==> config.mk <==
export PLATFORM = sky130hd
export DESIGN_NAME = multicycle_sequencer_flat
export DESIGN_NICKNAME = d
export VERILOG_FILES = /design/src/rtl/multicycle_sequencer_pkg.sv /design/src/rtl/multicycle_sequencer_if.sv /design/src/rtl/multicycle_sequencer_alu_decoder.sv /design/src/rtl/multicycle_sequencer.sv /design/src/flat_wrapper.sv
export SDC_FILE = /design/constraint.sdc
export NUM_CORES = 1
export LEC_CHECK = 0
export CAP_MARGIN = 25
export CORE_UTILIZATION = 50
export CTS_CLUSTER_DIAMETER = 150
export DETAILED_ROUTE_END_ITERATION = 7
export DONT_BUFFER_PORTS = 1
export GPL_ROUTABILITY_DRIVEN = 1
export RECOVER_POWER = 25
export SYNTH_ARGS = -nofsm -noshare
export SYNTH_HDL_FRONTEND = slang
export SYNTH_HIERARCHICAL = 1
export SYNTH_SLANG_ARGS = --single-unit
==> constraint.sdc <==
create_clock -name CLK -period 4.5 [get_ports CLK]
set_input_delay 0.9 -clock CLK [delete_from_list [all_inputs] [get_ports CLK]]
set_output_delay 0.9 -clock CLK [all_outputs]
set_load 0.05 [all_outputs]
==> src/rtl/multicycle_sequencer_pkg.sv <==
// Shared types and encodings for the multicycle control sequencer.
package multicycle_sequencer_pkg;

  typedef enum logic [3:0] {
    S_FETCH   = 4'd0,
    S_DECODE  = 4'd1,
    S_MEMADR  = 4'd2,
    S_MEMRD   = 4'd3,
    S_MEMWB   = 4'd4,
    S_MEMWR   = 4'd5,
    S_EXEC    = 4'd6,
    S_RTYPEWB = 4'd7,
    S_BEQ     = 4'd8,
    S_ADDIEX  = 4'd9,
    S_ADDIWB  = 4'd10,
    S_JUMP    = 4'd11
  } state_e;

  localparam logic [5:0] OP_RTYPE = 6'b000000;
  localparam logic [5:0] OP_LW    = 6'b100011;
  localparam logic [5:0] OP_SW    = 6'b101011;
  localparam logic [5:0] OP_BEQ   = 6'b000100;
  localparam logic [5:0] OP_ADDI  = 6'b001000;
  localparam logic [5:0] OP_J     = 6'b000010;

  localparam logic [5:0] FN_ADD = 6'b100000;
  localparam logic [5:0] FN_SUB = 6'b100010;
  localparam logic [5:0] FN_AND = 6'b100100;
  localparam logic [5:0] FN_OR  = 6'b100101;
  localparam logic [5:0] FN_SLT = 6'b101010;

  localparam logic [2:0] ALU_AND = 3'b000;
  localparam logic [2:0] ALU_OR  = 3'b001;
  localparam logic [2:0] ALU_ADD = 3'b010;
  localparam logic [2:0] ALU_SUB = 3'b110;
  localparam logic [2:0] ALU_SLT = 3'b111;

  localparam logic [1:0] SRCB_RT    = 2'b00;
  localparam logic [1:0] SRCB_FOUR  = 2'b01;
  localparam logic [1:0] SRCB_IMM   = 2'b10;
  localparam logic [1:0] SRCB_IMMSH = 2'b11;

  localparam logic [1:0] PCSRC_ALU    = 2'b00;
  localparam logic [1:0] PCSRC_ALUOUT = 2'b01;
  localparam logic [1:0] PCSRC_JUMP   = 2'b10;

  typedef struct packed {
    logic       pc_en;
    logic       ir_en;
    logic       iord;
    logic       leer_mem;
    logic       escr_mem;
    logic       mema_reg;
    logic       reg_dest;
    logic       escr_reg;
    logic       alu_a;
    logic [1:0] alu_b;
    logic [1:0] pc_src;
    logic [2:0] alu_ctrl;
    logic       instr_done;
    logic       illegal_op;
    logic       mem_timeout;
  } ctrl_t;

  function automatic logic is_mem_wait(input state_e s);
    return (s == S_FETCH) || (s == S_MEMRD) || (s == S_MEMWR);
  endfunction

endpackage

==> src/rtl/multicycle_sequencer_if.sv <==
// Instruction/memory inputs and datapath control outputs of the sequencer.
interface multicycle_sequencer_if;
  logic [5:0] instruccion;
  logic [5:0] CampoFuncion;
  logic       zero;
  logic       mem_ready;
  logic       pc_en;
  logic       ir_en;
  logic       IorD;
  logic       LeerMem;
  logic       EscrMem;
  logic       MemaReg;
  logic       RegDest;
  logic       EscrReg;
  logic       FuenteALUA;
  logic [1:0] FuenteALUB;
  logic [1:0] FuentePC;
  logic [2:0] controldeALU;
  logic       instr_done;
  logic       illegal_op;
  logic       mem_timeout;
  logic [3:0] state_o;

  modport master (
    output instruccion, CampoFuncion, zero, mem_ready,
    input  pc_en, ir_en, IorD, LeerMem, EscrMem, MemaReg, RegDest, EscrReg,
           FuenteALUA, FuenteALUB, FuentePC, controldeALU,
           instr_done, illegal_op, mem_timeout, state_o
  );

  modport slave (
    input  instruccion, CampoFuncion, zero, mem_ready,
    output pc_en, ir_en, IorD, LeerMem, EscrMem, MemaReg, RegDest, EscrReg,
           FuenteALUA, FuenteALUB, FuentePC, controldeALU,
           instr_done, illegal_op, mem_timeout, state_o
  );
endinterface

==> src/rtl/multicycle_sequencer_alu_decoder.sv <==
// Combinational R-type funct decoder: ALU control code plus a valid flag.
module alu_decoder
  import multicycle_sequencer_pkg::*;
(
  input  logic [5:0] funct_i,
  output logic [2:0] alu_ctrl_o,
  output logic       valid_o
);

  always_comb begin
    alu_ctrl_o = ALU_AND;
    valid_o    = 1'b1;
    case (funct_i)
      FN_ADD:  alu_ctrl_o = ALU_ADD;
      FN_SUB:  alu_ctrl_o = ALU_SUB;
      FN_AND:  alu_ctrl_o = ALU_AND;
      FN_OR:   alu_ctrl_o = ALU_OR;
      FN_SLT:  alu_ctrl_o = ALU_SLT;
      default: valid_o = 1'b0;
    endcase
  end

endmodule

==> src/rtl/multicycle_sequencer.sv <==
// Multicycle datapath control FSM with per-access memory stall timeout.
// Define MULTICYCLE_JUMP_EN to support the j instruction (JUMP state).
//
// state   | meaning
// FETCH   | read instruction, PC+4; waits on mem_ready
// DECODE  | branch target precompute, opcode dispatch
// MEMADR  | lw/sw effective address
// MEMRD   | data read; waits on mem_ready
// MEMWB   | load result to rt
// MEMWR   | data write; waits on mem_ready
// EXEC    | R-type ALU op from funct
// RTYPEWB | ALU result to rd
// BEQ     | compare, conditional PC load from ALUOut
// ADDIEX  | rs + sign-extended immediate
// ADDIWB  | ALU result to rt
// JUMP    | PC load from jump target
module multicycle_sequencer
  import multicycle_sequencer_pkg::*;
#(
  parameter int WAIT_MAX = 15
) (
  input  logic                   CLK,
  input  logic                   Reset,
  multicycle_sequencer_if.slave  bus
);

  localparam int STALL_W = $clog2(WAIT_MAX + 1);
  localparam logic [STALL_W-1:0] STALL_LAST = STALL_W'(WAIT_MAX - 1);

  state_e               state_q, state_d;
  logic [STALL_W-1:0]   stall_q, stall_d;
  ctrl_t                ctrl;
  logic [2:0]           exec_alu;
  logic                 exec_valid;
  logic                 stalling;
  logic                 timeout;

  alu_decoder u_alu_decoder (
    .funct_i    (bus.CampoFuncion),
    .alu_ctrl_o (exec_alu),
    .valid_o    (exec_valid)
  );

  // mem_ready in the same cycle as the last allowed stall still completes normally
  assign stalling = is_mem_wait(state_q) && !bus.mem_ready;
  assign timeout  = stalling && (stall_q == STALL_LAST);

  always_ff @(posedge CLK) begin
    if (Reset) begin
      state_q <= S_FETCH;
      stall_q <= '0;
    end else begin
      state_q <= state_d;
      stall_q <= stall_d;
    end
  end

  always_comb begin
    state_d = state_q;
    ctrl    = '0;
    case (state_q)
      S_FETCH: begin
        ctrl.leer_mem = 1'b1;
        ctrl.alu_b    = SRCB_FOUR;
        ctrl.alu_ctrl = ALU_ADD;
        ctrl.pc_src   = PCSRC_ALU;
        ctrl.ir_en    = bus.mem_ready;
        ctrl.pc_en    = bus.mem_ready;
        if (bus.mem_ready) state_d = S_DECODE;
      end
      S_DECODE: begin
        ctrl.alu_b    = SRCB_IMMSH;
        ctrl.alu_ctrl = ALU_ADD;
        case (bus.instruccion)
          OP_LW, OP_SW: state_d = S_MEMADR;
          OP_RTYPE:     state_d = S_EXEC;
          OP_BEQ:       state_d = S_BEQ;
          OP_ADDI:      state_d = S_ADDIEX;
`ifdef MULTICYCLE_JUMP_EN
          OP_J:         state_d = S_JUMP;
`endif
          default: begin
            state_d         = S_FETCH;
            ctrl.illegal_op = 1'b1;
          end
        endcase
      end
      S_MEMADR: begin
        ctrl.alu_a    = 1'b1;
        ctrl.alu_b    = SRCB_IMM;
        ctrl.alu_ctrl = ALU_ADD;
        state_d       = (bus.instruccion == OP_SW) ? S_MEMWR : S_MEMRD;
      end
      S_MEMRD: begin
        ctrl.iord     = 1'b1;
        ctrl.leer_mem = 1'b1;
        if (bus.mem_ready)  state_d = S_MEMWB;
        else if (timeout)   state_d = S_FETCH;
      end
      S_MEMWB: begin
        ctrl.mema_reg   = 1'b1;
        ctrl.escr_reg   = 1'b1;
        ctrl.instr_done = 1'b1;
        state_d         = S_FETCH;
      end
      S_MEMWR: begin
        ctrl.iord     = 1'b1;
        ctrl.escr_mem = 1'b1;
        if (bus.mem_ready) begin
          ctrl.instr_done = 1'b1;
          state_d         = S_FETCH;
        end else if (timeout) begin
          state_d = S_FETCH;
        end
      end
      S_EXEC: begin
        ctrl.alu_a    = 1'b1;
        ctrl.alu_b    = SRCB_RT;
        ctrl.alu_ctrl = exec_alu;
        if (exec_valid) begin
          state_d = S_RTYPEWB;
        end else begin
          state_d         = S_FETCH;
          ctrl.illegal_op = 1'b1;
        end
      end
      S_RTYPEWB: begin
        ctrl.reg_dest   = 1'b1;
        ctrl.escr_reg   = 1'b1;
        ctrl.instr_done = 1'b1;
        state_d         = S_FETCH;
      end
      S_BEQ: begin
        ctrl.alu_a      = 1'b1;
        ctrl.alu_b      = SRCB_RT;
        ctrl.alu_ctrl   = ALU_SUB;
        ctrl.pc_src     = PCSRC_ALUOUT;
        ctrl.pc_en      = bus.zero;
        ctrl.instr_done = 1'b1;
        state_d         = S_FETCH;
      end
      S_ADDIEX: begin
        ctrl.alu_a    = 1'b1;
        ctrl.alu_b    = SRCB_IMM;
        ctrl.alu_ctrl = ALU_ADD;
        state_d       = S_ADDIWB;
      end
      S_ADDIWB: begin
        ctrl.escr_reg   = 1'b1;
        ctrl.instr_done = 1'b1;
        state_d         = S_FETCH;
      end
`ifdef MULTICYCLE_JUMP_EN
      S_JUMP: begin
        ctrl.pc_src     = PCSRC_JUMP;
        ctrl.pc_en      = 1'b1;
        ctrl.instr_done = 1'b1;
        state_d         = S_FETCH;
      end
`endif
      default: state_d = S_FETCH;
    endcase

    ctrl.mem_timeout = timeout;

    // Reset blocks every write strobe immediately, even mid-instruction
    if (Reset) begin
      ctrl.pc_en       = 1'b0;
      ctrl.ir_en       = 1'b0;
      ctrl.escr_mem    = 1'b0;
      ctrl.escr_reg    = 1'b0;
      ctrl.instr_done  = 1'b0;
      ctrl.illegal_op  = 1'b0;
      ctrl.mem_timeout = 1'b0;
    end
  end

  always_comb begin
    stall_d = stall_q;
    if ((state_d != state_q) || timeout) stall_d = '0;
    else if (stalling)                   stall_d = stall_q + STALL_W'(1);
  end

  assign bus.pc_en        = ctrl.pc_en;
  assign bus.ir_en        = ctrl.ir_en;
  assign bus.IorD         = ctrl.iord;
  assign bus.LeerMem      = ctrl.leer_mem;
  assign bus.EscrMem      = ctrl.escr_mem;
  assign bus.MemaReg      = ctrl.mema_reg;
  assign bus.RegDest      = ctrl.reg_dest;
  assign bus.EscrReg      = ctrl.escr_reg;
  assign bus.FuenteALUA   = ctrl.alu_a;
  assign bus.FuenteALUB   = ctrl.alu_b;
  assign bus.FuentePC     = ctrl.pc_src;
  assign bus.controldeALU = ctrl.alu_ctrl;
  assign bus.instr_done   = ctrl.instr_done;
  assign bus.illegal_op   = ctrl.illegal_op;
  assign bus.mem_timeout  = ctrl.mem_timeout;
  assign bus.state_o      = state_q;

endmodule

==> src/flat_wrapper.sv <==
// flat-port wrapper written by rule: the top's interface ports become plain ports
module multicycle_sequencer_flat import multicycle_sequencer_pkg::*;
#(
  parameter int WAIT_MAX = 15
)
  (CLK, Reset, bus_instruccion, bus_CampoFuncion, bus_zero, bus_mem_ready, bus_pc_en, bus_ir_en, bus_IorD, bus_LeerMem, bus_EscrMem, bus_MemaReg, bus_RegDest, bus_EscrReg, bus_FuenteALUA, bus_FuenteALUB, bus_FuentePC, bus_controldeALU, bus_instr_done, bus_illegal_op, bus_mem_timeout, bus_state_o);
  multicycle_sequencer_if bus_i ();
  input  logic CLK;
  input  logic Reset;
  input wire logic [$bits(bus_i.instruccion)-1:0] bus_instruccion;
  input wire logic [$bits(bus_i.CampoFuncion)-1:0] bus_CampoFuncion;
  input wire logic [$bits(bus_i.zero)-1:0] bus_zero;
  input wire logic [$bits(bus_i.mem_ready)-1:0] bus_mem_ready;
  output wire logic [$bits(bus_i.pc_en)-1:0] bus_pc_en;
  output wire logic [$bits(bus_i.ir_en)-1:0] bus_ir_en;
  output wire logic [$bits(bus_i.IorD)-1:0] bus_IorD;
  output wire logic [$bits(bus_i.LeerMem)-1:0] bus_LeerMem;
  output wire logic [$bits(bus_i.EscrMem)-1:0] bus_EscrMem;
  output wire logic [$bits(bus_i.MemaReg)-1:0] bus_MemaReg;
  output wire logic [$bits(bus_i.RegDest)-1:0] bus_RegDest;
  output wire logic [$bits(bus_i.EscrReg)-1:0] bus_EscrReg;
  output wire logic [$bits(bus_i.FuenteALUA)-1:0] bus_FuenteALUA;
  output wire logic [$bits(bus_i.FuenteALUB)-1:0] bus_FuenteALUB;
  output wire logic [$bits(bus_i.FuentePC)-1:0] bus_FuentePC;
  output wire logic [$bits(bus_i.controldeALU)-1:0] bus_controldeALU;
  output wire logic [$bits(bus_i.instr_done)-1:0] bus_instr_done;
  output wire logic [$bits(bus_i.illegal_op)-1:0] bus_illegal_op;
  output wire logic [$bits(bus_i.mem_timeout)-1:0] bus_mem_timeout;
  output wire logic [$bits(bus_i.state_o)-1:0] bus_state_o;
  assign bus_i.instruccion = bus_instruccion;
  assign bus_i.CampoFuncion = bus_CampoFuncion;
  assign bus_i.zero = bus_zero;
  assign bus_i.mem_ready = bus_mem_ready;
  assign bus_pc_en = bus_i.pc_en;
  assign bus_ir_en = bus_i.ir_en;
  assign bus_IorD = bus_i.IorD;
  assign bus_LeerMem = bus_i.LeerMem;
  assign bus_EscrMem = bus_i.EscrMem;
  assign bus_MemaReg = bus_i.MemaReg;
  assign bus_RegDest = bus_i.RegDest;
  assign bus_EscrReg = bus_i.EscrReg;
  assign bus_FuenteALUA = bus_i.FuenteALUA;
  assign bus_FuenteALUB = bus_i.FuenteALUB;
  assign bus_FuentePC = bus_i.FuentePC;
  assign bus_controldeALU = bus_i.controldeALU;
  assign bus_instr_done = bus_i.instr_done;
  assign bus_illegal_op = bus_i.illegal_op;
  assign bus_mem_timeout = bus_i.mem_timeout;
  assign bus_state_o = bus_i.state_o;
  multicycle_sequencer #(.WAIT_MAX(WAIT_MAX)) u_core (.CLK(CLK), .Reset(Reset), .bus(bus_i));
endmodule
==> results of run 1 <==
==> path summary, 6_finish.rpt <==
kind	startpoint	to	cells after the start
setup / recovery	u_core/bus.state_o[2]$_SDFF_PP0_	bus_IorD	2
hold / removal	u_core/stall_q[3]$_SDFFE_PP0P_	u_core/stall_q[3]$_SDFFE_PP0P_	2
setup reg to reg	u_core/bus.state_o[2]$_SDFF_PP0_	u_core/stall_q[0]$_SDFFE_PP0P_	6
hold reg to reg	u_core/stall_q[3]$_SDFFE_PP0P_	u_core/stall_q[3]$_SDFFE_PP0P_	2
==> routing by layer <==
metal  track usage (%)  vias to the layer above  wire (um)
li1                  -                      488          -
met1              31.4                      459       1060
met2              36.6                       34       1040
met3              3.57                        2        182
met4              7.06                        0          8
met5                 0                        -          0
==> Yosys cell counts (all sizes together) (2+ instances only) <==
master and instances:
nor2 19, dfxtp 8, a21oi 7, inv 7, nor3 7, nand2 6, buf 5, nand2b 5
nand3 5, nor4 5, o21ai 5, nand4 4, xnor2 4, nor4b 3, or2 3, a21o 2
and2 2, clkbuf 2, ha 2, mux2i 2, nand4bb 2, nor2b 2, nor3b 2, o2111a 2
o211ai 2, xor2 2
==> power groups by stage <==
stage	Sequential [mW]	Combinational, mW	Clock (mW)
finish	0.0761	0.0499	0.0521
global route	0.0762	0.0544	0.0569
CTS	0.0765	0.0493	0.0549
detailed placement	0.0780	0.0491	0
global placement	0.0779	0.0488	0
floorplan	0.0778	0.0430	0
==> through the flow <==
step / setup WS, ns / utilization [%] / total power, mW
after floorplan: 0.890 / - / 0.121
after global placement: 1.38 / 58.6 / 0.127
after detailed placement: 1.37 / 58.6 / 0.127
after CTS: 1.08 / 59.9 / 0.181
after global routing: 0.696 / 59.8 / 0.187
final: 0.858 / 59.8 / 0.178
==> state kept, by name, summed over array words and instances, names as in the netlist <==
register            flops
u_core/bus.state_o      4
u_core/stall_q          4
==> cell type report <==
type                       count  area, um^2
multi-input combinational    108         736
fill                         187         709
sequential                     8         160
timing repair buffer          11        78.8
tap                           25        31.3
inverter                       7        26.3
clock buffer                   3        22.5
==> cell families (layout without fill, tap and decap cells) <==
group                    Yosys count  in the layout  share of synthesized area [%]
buffers and inverters             14             21                           7.91
other                              1              1                          0.389
adder cells (fa/ha/maj)            2              2                           2.59
multiplexers                       3              3                           3.63
XOR/XNOR                           6              6                           5.45
AND/OR/NAND/NOR                   70             70                           44.2
flip-flops                         8              8                           16.6
AO/OA/AOI/OAI                     26             26                           19.2
==> worst reg2reg max path, delay by kind of cell (launching register included) <==
kind | cells | cell delay, ns
xor gates and xnor gates | 1 | 0.13
AOI/OAI and AO/OA | 1 | 0.42
and+or+nand+nor | 4 | 2.00
DFF | 1 | 0.98
==> results by stage, run 1 <==
Power and ir drop:
- The peak ir drop on the vdd network is around 0.13 mV.
- Net switching is approximately 33% of the power.
- The clock network burns 29.2% of the power.
- Dividing total power by cell area gives a power density of roughly 170 nW/um^2.
- In this run the static leakage power is between 0.3 and 0.4 nW.
- The total net switching power is between 0.05 and 0.06 mW.
- The logic gate share of total power is 28.0%.
- Of the total power, registers draw 42.7%.
- The cell internal power dissipation is ~0.12 mW.

CTS:
- The clock latency on the worst-skew pair is about 0.25 ns.
- Clock-pin slew was measured on the worst setup and hold paths at ~0.05 ns.
- The cell chosen for the clock root is clkbuf_4.
- The total of hold buffers inserted after clock tree synthesis is 0.
- After clock tree synthesis, the repair step resized 0 gates.
- The longest clock path from root to sink contains 2 buffers.
- The total CTS buffers is 3.
- Post-CTS timing repair inserted 0 buffers for setup.
- In this run the number of H-tree levels came out at 1.
- TritonCTS built the clock tree.
- The clock net sink count is 8.

Worst setup path:
- Traced cell by cell, the critical path runs through xnor2_1 -> nor3b_1.
- The slowest cell on the critical path is nor3b_1.
- The worst reg-to-reg setup slack is 0.89 ns.
- The sum of buffers and inverters on the critical path is 0.
- Of all nets on the critical path, the largest fanout is 16.
- The worst setup path is launched from a flip-flop.
- The cell class contributing the biggest share of worst-path delay is simple AND/OR/NAND/NOR gates.
- The critical path data required time is between 3 and 4 ns.
- STA classifies the critical path endpoint as an output pin.
- The maximum cell stage delay along the critical path is about 1.4 ns.
- The setup path with the least slack is of type flip-flop to output pin.
- For the worst setup path, the data arrival time is 2.74 ns.

Timing:
- Setup repair after global routing left no endpoint under its margin.
- The hold violation total from the final report is 0.
- Hold is met by roughly 0.56 ns.
- Headroom to the max-slew limit came out at -16.5%.
- Setup violations remaining at the end of the flow were counted as 0.
- For the pin with the worst max-slew slack, the measured transition is approximately 1.7 ns.
- After routing, the total negative slack on setup checks comes to 0 ns.
- The maximum clock frequency is about 270 MHz.
- The setup skew after layout is around 0.0043 ns.
- The number of slew-limit violations in the final report came to 3.
- After layout, the minimum clock period comes to about 3.6 ns.
- In the finished design, the share of the clock period the worst path needs comes to 80.9%.

Logic synthesis:
- The net count of the mapped netlist is ~150.
- In this run, synthesis produced a sequential element count of 8.
- For this run, the leading register cell type out of synthesis is dfxtp_1.
- The count of mapped cells out of synthesis is 130.
- The share of flip-flops with an asynchronous set or reset is 0%.
- The synthesized netlist contains slightly above 50 unique library cells.
- Of the synthesized area, sequential elements account for ~17%.
- The post-synthesis cell type with the largest combined area is dfxtp_1.
- During synthesis, Yosys emitted a total of 6 warnings.
- In this run the mean area of a mapped cell was between 7 and 8 um^2.
- The area share of the largest cell type after synthesis is about 17%.
- In this run, synthesis inferred 0 flip-flops with an integrated enable.
- After synthesis, the cell types taking the most area are dfxtp_1 17%, nor2_1 7.4%, a21oi_1 3.6%.
- In this run the cell area of the synthesized design comes to approximately 960 um^2.

Place:
- The number of input and output port buffers inserted is 0.
- The placer's final routability congestion estimate is just under 0.8.
- In this run the cell area measured after placement is a little over 1000 um^2.
- The HPWL after detailed placement is about 1800 um.
- The number of placed instances with taps included is 158.

Route:
- After the first detailed-routing iteration, the DRC count stood at 29.
- After detailed routing, the total wire length is ~2300 um.
- Using the TritonRoute via totals, the vias-per-cell ratio works out to slightly above 6.
- The post-detailed-route count of antenna-violating nets is 0.
- Dividing the detail-routed wire length by the instance count gives approximately 14 um.
- The routed layout has 983 vias.
- The count of unresolved DRC violations after routing is 0.
- The first detailed-routing pass took 4 iterations.

Die:
- For this configuration, the core starts out at a cell density of 54.7%.
- Row generation in the floorplan step produced 15 rows.
- The width of the die is roughly 46 um.
- The core region is between 1500 and 2000 um^2.
- In this run the vertical extent of the chip is roughly 46 um.
- The total die area is around 2100 um^2.
- The total I/O pin count is 39.

Outcome:
- The flow ran to the end, but the final reports show violations.
- The final reports fail on max-capacitance violations, max-slew violations.

Global route:
- The via count of the first global-routing pass is between 800 and 900.
- The initial antenna violation count was 0.
- The remaining global-route overflow is 0.
- The overall global routing resource usage is roughly 23%.
- The global-route wire length before repair is about 3600 um.
- Entering global routing, the biggest net connects 20 pins.

Final layout:
- The number of antenna diodes is 0.
- The count of placed standard cells in the final layout, fillers left out is roughly 160.
- The ratio of cells with drive above 1 in the final layout is ~18%.
- Once layout is done, the placed cells without fillers occupy ~1100 um^2.
- The area growth from synthesis to layout is 9.34%.
- Leaving out fill and tap cells, the most frequent cell in the layout is nor2_1.
- Leaving out fill and tap cells, the most frequent cells in the layout are 19 x nor2_1, 10 x buf_4, 8 x dfxtp_1.
- After the last flow step, the layout net total stands at between 150 and 200.

Worst hold path:
- The min-delay analysis places its worst path in the category flip-flop to flip-flop.

Run:
- The count of maximum capacitance violations is 1.
(Power assumes the default switching activity.)
==> run 2: changes to the inputs <==
==> constraint.sdc (replaced) <==
create_clock -name CLK -period 3.4 [get_ports CLK]
set_input_delay 0.68 -clock CLK [delete_from_list [all_inputs] [get_ports CLK]]
set_output_delay 0.68 -clock CLK [all_outputs]
set_load 0.05 [all_outputs]
==> run 2 against run 1 <==
Compared with the run above:
- the flow now finishes without violations
- cell count rose by 5.6%
- via count grew 3.6%
- non-clock buffer count grew 9
- hold slack got worse by 0.066 ns
- largest cell class unchanged
- routed wire length up 8.2%
- cell area rose by 5.7%
- clock skew hardly changed
- clock power is 39% higher
- die area unchanged
- register-to-register slack got worse by 0.14 ns
==> results by stage, run 2 (synthesis results as in run 1) <==
Timing:
- The hold violation total from the final report was 0.
- At the pin with the least slew margin, the transition time is approximately 0.96 ns.
- The worst path needs between 3 and 4 ns of the cycle, external delays included.
- The worst-case headroom to the max-slew limit is between 30% and 40%.
- The worst path meets setup with about 0.33 ns of slack.
- The maximum clock frequency is 325 MHz.
- The setup skew after layout is 0.00463 ns.
- In the final timing run, aggregate negative setup slack is 0 ns.
- Setup repair after global routing left no endpoint under its margin.
- Setup violations remaining at the end of the flow were counted as 0.
- The worst hold margin is around 0.5 ns.
- The number of slew-limit violations in the final report came to 0.
- The share of the clock period used by the worst path after layout is between 90 and 100%.

Route:
- The routed wirelength normalized by instance count is between 10 and 15 um.
- For this run, design rule violations remaining after detail routing come to 0.
- The number of violations reported at the end of detailed-routing iteration 0 is 17.
- The pre-antenna-repair detailed-routing pass consisted of 4 iterations.
- The via density per instance is ~6.0.
- The count of vias placed by the detailed router is 1018.
- The count of nets left with antenna violations once routing finished came out at 0.
- For this block, the routed nets add up to roughly 2500 um of wire.

Worst hold path:
- The min-delay analysis places its worst path in the category input port to flip-flop.
- The start point of the worst min-delay path is Reset.
- The path with the worst hold slack has its endpoint at u_core/bus.state_o[0]$_SDFF_PP0_.
- The worst hold path cell count is 1.

Die:
- The overall die height is between 40 and 50 um.
- The total I/O pin count is 39.
- The number of rows in the core area is 15.
- The total die area is about 2100 um^2.
- The die is between 40 and 50 um wide.
- The effective utilization at floorplan is 54.7%.
- The area of the placeable core is approximately 1800 um^2.

Worst setup path:
- The capturing point of the worst reg2reg path is u_core/stall_q[0]$_SDFFE_PP0P_.
- Traced cell by cell, the critical path runs through clkbuf_1 -> or2_2 -> nor2_1 -> buf_4 -> a21o_1.
- The sort of element at the start of the critical path is a flip-flop.
- In this run the critical register-to-register path is launched from u_core/bus.state_o[2]$_SDFF_PP0_.
- The worst setup path is captured at an output pin.
- The path depth of the worst reg2reg path is 7.
- In this run the worst path has a maximum fanout of 11.
- The largest individual stage delay along the critical path comes from the cell clkbuf_1.
- Data on the critical path is required at its endpoint by roughly 2.7 ns.
- The worst setup path is of the flip-flop to output pin kind.
- The cell class contributing the biggest share of worst-path delay is buffers and inverters.
- In this design, the stage delay of the slowest critical-path cell is between 0.7 and 0.8 ns.
- The worst reg-to-reg setup slack is approximately 0.75 ns.
- The worst path arrival time is around 2.4 ns.
- The sum of buffers and inverters on the critical path is 2.

Final layout:
- Leaving out fill and tap cells, the most frequent cell in the layout is nor2_1.
- The number of antenna diodes in the final layout is 0.
- The final non-filler cell area is between 1000 and 1500 um^2.
- The ratio of cells with drive above 1 in the final layout is about a fifth.
- The count of placed standard cells in the final layout, fillers left out is ~170.
- The area growth from synthesis to layout is 15.6%.
- The top cell types in the final layout, fill and taps aside, are 19 x nor2_1, 17 x buf_4, 8 x dfxtp_1.
- The layout filler cell count is around 180.
- At the end of the flow, the number of nets in the layout was about 170.

Global route:
- Entering global routing, the biggest net connects 16 pins.
- The initial antenna violation count is 0.
- The via count of the first global-routing pass is between 900 and 1k.
- The remaining global-route overflow is 0.
- The first global-routing pass estimated just over 4000 um of wire.
- The overall global routing resource usage is about 26%.

Power and ir drop:
- For this design the total switching power over the nets is approximately 0.082 mW.
- The sequential fraction of design power is between 40% and 50%.
- The part of the total power dissipated in the clock network is 29.8%.
- The analysis attributes to cell leakage a power of 0.418 nW.
- The power per standard cell area is roughly 220 nW/um^2.
- The worst-case IR drop observed on VDD is between 0.2 and 0.3 mV.
- Internal power comes to between 0.15 and 0.2 mW.
- In this run, the combinational gates consume 29.0% of the power.
- Net switching is 33.8% of the power.

Place:
- Once placement finished, the instance area stood at 1110 um^2.
- The placed wire-length estimate is between 1500 and 2000 um.
- The number of input and output port buffers inserted is 0.
- The number of placed instances with taps included is around 170.
- The worst slack at placement is around 0.85 ns.
- At the end of routability-driven placement, the weighted congestion stood at 0.877.

CTS:
- After clock tree synthesis, the clock-pin slew on the worst setup and hold paths is approximately 0.06 ns.
- The cell sitting at the root of the clock tree is a clkbuf_4.
- Post-CTS repair changed the size of 0 cells.
- After clock tree synthesis, the flow added hold-fix buffers numbering 0.
- CTS saw 8 sinks.
- The maximum buffer depth of the clock tree is 2.
- In this run the number of H-tree levels came out at 1.
- The clock latency on the worst-skew pair is 0.25 ns.
- The total CTS buffers is 3.
- The number of setup buffers added after CTS is 0.
- The CTS tree is built.

Run:
- The count of maximum capacitance violations is 0.

Outcome:
- The flow ran to the end, and the final reports show no timing, DRC or antenna violations.
-- run 2: worst max path at each step --
stage	startpoint	to	slack (ns)	cells past startpoint
after CTS	u_core/bus.state_o[0]$_SDFF_PP0_	bus_illegal_op	0.56	5
after global placement	bus_CampoFuncion[4]	bus_illegal_op	0.91	6
final	u_core/bus.state_o[1]$_SDFF_PP0_	bus_controldeALU[2]	0.33	5
after detailed placement	u_core/bus.state_o[0]$_SDFF_PP0_	bus_illegal_op	0.85	5
after global routing	u_core/bus.state_o[1]$_SDFF_PP0_	bus_controldeALU[2]	0.23	5
after floorplan	u_core/bus.state_o[1]$_SDFF_PP0_	bus_ir_en	0.01	4
-- run 2: metrics by stage --
stage / total power, mW / util, %
final: 0.243 / 63.2
after global routing: 0.254 / 63.2
after CTS: 0.246 / 64.1
after detailed placement: 0.172 / 62.8
after global placement: 0.171 / 62.8
after floorplan: 0.160 / -
-- run 2: cell type report --
| class | instances | area, um^2 | area share (%) |
|---|---|---|---|
| Sequential cell | 8 | 160 | 14.4 |
| Timing Repair Buffer | 20 | 139 | 12.5 |
| Clock buffer | 3 | 22.5 | 2.02 |
| Multi-Input combinational cell | 108 | 736 | 66.0 |
| Tap cell | 25 | 31.3 | 2.81 |
| Inverter | 7 | 26.3 | 2.36 |
-- run 2: power groups by stage --
stage,clock [mW],sequential (mW),combinational [mW]
floorplan,0,0.103,0.0569
global placement,0,0.102,0.0691
detailed placement,0,0.102,0.0701
CTS,0.0750,0.100,0.0705
global route,0.0782,0.101,0.0755
finish,0.0725,0.100,0.0705
-- run 2: worst reg2reg max path, cell delays in order, from the launching register on --
cell and delay (ns):
dfxtp_1 0.68, clkbuf_1 0.58, xnor2_1 0.13, nor3b_1 0.38
o211ai_1 0.24, nand3_1 0.16, nand4_2 0.16, nor3_1 0.23
-- run 2: per-layer routing --
| layer | global-route usage, % | up-vias | wire length (um) |
|---|---|---|---|
| met5 | 0 | - | 0 |
| met4 | 7.06 | 0 | 5 |
| met3 | 1.98 | 2 | 199 |
| met2 | 41.4 | 46 | 1150 |
| met1 | 35.8 | 460 | 1120 |
| li1 | - | 510 | - |
==> run 3: changes to the inputs <==
==> constraint.sdc (replaced) <==
create_clock -name CLK -period 3.4 [get_ports CLK]
set_input_delay 0.17 -clock CLK [delete_from_list [all_inputs] [get_ports CLK]]
set_output_delay 0.17 -clock CLK [all_outputs]
set_load 0.05 [all_outputs]
==> run 3 against run 2 <==
Compared with the run above:
- routed wire length down 4.9%
- maximum frequency up 20%
- register-to-register slack better by 0.38 ns
- flip-flop and latch count unchanged
- cell count down 2.3%
- sequential power about the same
- critical endpoint is now bus_EscrReg
==> results by stage, run 3 (synthesis results as in run 1) <==
Route:
- After detailed routing, the number of vias per cell comes to approximately 6.0.
- Summing over every cut layer, the via total after detailed routing is about 1000.
- The routed wirelength normalized by instance count is between 10 and 15 um.
- The wire length reported by the detailed router is 2360 um.
- The post-detailed-route count of antenna-violating nets is 0.
- In the routed design, unresolved DRC markers number 0.
- The number of violations reported at the end of detailed-routing iteration 0 is 26.
- The first detailed-routing pass ran for 4 iterations.

Power and ir drop:
- Internal power comes to 0.160 mW.
- For this design the ratio of total power to cell area is approximately 220 nW/um^2.
- The sequential fraction of design power is approximately two fifths.
- Per report_power, the clock group accounts for roughly 30% of the total.
- The static leakage is 0.394 nW.
- The switching share of power is 34.0%.
- The total net switching power is between 0.08 and 0.09 mW.
- The worst-case IR drop observed on VDD is about 0.17 mV.
- The logic gate share of total power is 28.1%.

Final layout:
- Cells fill around three fifths of the core in the end.
- For this run, the post-layout net count is 162.
- The number of antenna diodes in the final layout is 0.
- After filler insertion, the fill cell instance count of the layout stands at approximately 180.
- The top cell types in the final layout, fill and taps aside, are 19 x nor2_1, 11 x buf_4, 8 x dfxtp_1.
- The final non-filler cell area is ~1100 um^2.
- Cells with a size suffix above 1 make up a little under a fifth of the layout.
- The most common cell after layout, fill and taps aside is nor2_1.
- Compared with the post-synthesis result, the final layout area differs by 12.8%.

Worst setup path:
- The critical path data required time is roughly 3.2 ns.
- The startpoint of the lowest-slack register-to-register path is u_core/bus.state_o[3]$_SDFF_PP0_.
- The worst setup path is captured at an output pin.
- The highest net fanout along the worst path is 13.
- For the worst setup path, the data arrival time is 2.40 ns.
- The sort of element at the start of the critical path is a flip-flop.
- The critical path is of the flip-flop to output pin type.
- The first element of the critical path is u_core/bus.state_o[3]$_SDFF_PP0_.

Timing:
- At the pin with the least slew margin, the transition time is between 0.9 and 1 ns.
- The post-layout minimum cycle time is roughly 2.6 ns.
- The worst-case headroom to the max-slew limit is 34.9%.
- The final critical path takes up approximately 76% of the cycle.
- The count of endpoints failing setup in the final report is 0.
- Setup repair after global routing left no endpoint under its margin.
- The maximum clock frequency is slightly below 400 MHz.
- The total negative slack for setup checks is 0 ns.
- Between clock sinks in the finished design, the worst skew comes to roughly 0.01 ns.
- The number of slew-limit violations in the final report is 0.
- The hold violation total from the final report is 0.

Global route:
- The remaining global-route overflow is 0.
- The pin count of the biggest net entering global routing is 20.
- In the global route stage, met1 resource usage came out at between 30% and 40%.
- For this run, global-route usage on met2 was measured as about two fifths.
- The highest-utilization routing layer at the global route stage is met2.
- The first global-routing pass estimated 3710 um of wire.
- The via count of the first global-routing pass is between 800 and 900.
- Global routing consumed, on the met3 layer, under 10% of the routing resources.
- The initial antenna violation count came to 0.
- For this run, the total global-route usage over all layers was measured as a little under a quarter.

Worst hold path:
- The startpoint identified for the worst hold timing path is Reset.
- The class of the tightest hold or removal check is input port to flip-flop.

Die:
- The width of the die is 45.9 um.
- The area of the placeable core is about 1800 um^2.
- The total I/O pin count is 39.
- The die is 45.9 um tall.
- The effective utilization at floorplan is 54.7%.
- The number of rows in the core area is 15.
- The die covers between 2000 and 2500 um^2.

Place:
- The placed wire-length estimate is 1800 um.
- The placer's final routability congestion estimate is around 0.83.
- The placed instances occupy a cell area of 1070 um^2.
- The number of input and output port buffers inserted is 0.

CTS:
- The later pin in the worst-skew pair is clocked with a latency of 0.26 ns.
- Once the clock tree was built, the setup fixing pass inserted 0 buffers.
- In this run the clock root is driven by a clkbuf_4.
- The number of hold buffers added after CTS was 1.
- The clock slew seen by the registers of the worst setup and hold paths is 0.06 ns.
- The deepest level of the CTS H-tree is 1.
- The maximum buffer depth of the clock tree is 2.
- The post-cts sizing count is 0.
- The total CTS buffers is 3.
- The clock net sink count is 8.
- The CTS tree is built.

Run:
- The count of maximum capacitance violations is 0.

Outcome:
- The flow ran to the end, and the final reports show no timing, DRC or antenna violations.
==> run 3: changes by cell type in the layout (fill, tap and decap cells not counted) <==
cell	before	now
dlygate4sd3_1	0	1
buf_4	17	11
nor3b_2	0	1
clkbuf_1	3	4
nor3b_1	2	1
==> run 3: critical path, stage by stage (launching register included) <==
cell,delay (ns)
dfxtp_1,0.63
nand2b_1,0.37
nor2_1,0.75
a21oi_1,0.07
nor2_1,0.12
buf_4,0.20
==> run 3: power by group through the flow <==
stage          clock network, mW  logic (mW)  registers (mW)
2_1_floorplan                  0      0.0569           0.103
3_3_place_gp                   0      0.0664           0.103
3_5_place_dp                   0      0.0670           0.103
4_1_cts                   0.0749      0.0686           0.101
5_1_grt                   0.0776      0.0737           0.102
6_report                  0.0727      0.0679           0.102
==> run 3: final timing paths <==
path | cells past startpoint | endpoint | slack (ns)
worst min register to register | 2 | u_core/stall_q[1]$_SDFFE_PP0P_ | 0.55
worst max register to register | 6 | u_core/stall_q[2]$_SDFFE_PP0P_ | 1.13
worst max-delay path | 5 | bus_EscrReg | 0.83
worst min-delay path | 2 | u_core/bus.state_o[1]$_SDFF_PP0_ | 0.09
==> run 3: metal layers <==
| metal | wire [um] | up-vias |
|---|---|---|
| li1 | - | 501 |
| met3 | 178 | 4 |
| met2 | 1040 | 36 |
| met1 | 1120 | 453 |
| met4 | 24 | 0 |
| met5 | 0 | - |
==> run 3: through the flow <==
| step | instances | hold WS (ns) | worst slack [ns] | power [mW] |
|---|---|---|---|---|
| 2_1_floorplan | 130 | 0.343 | 0.520 | 0.160 |
| 3_3_place_gp | 163 | 0.247 | 1.12 | 0.170 |
| 3_5_place_dp | 163 | 0.246 | 1.09 | 0.170 |
| 4_1_cts | 167 | 0.0903 | 0.816 | 0.245 |
| 5_1_grt | 167 | 0.121 | 0.681 | 0.253 |
| 6_report | 167 | 0.0912 | 0.831 | 0.242 |
==> run 3: final cells by class <==
class	instances	area, um^2	area share [%]
inverters	7	26.3	2.41
multi-input cells	108	741	68.0
clock buffers	3	22.5	2.07
well taps	25	31.3	2.87
flip-flops and latches	8	160	14.7
repair buffers	16	108	9.89
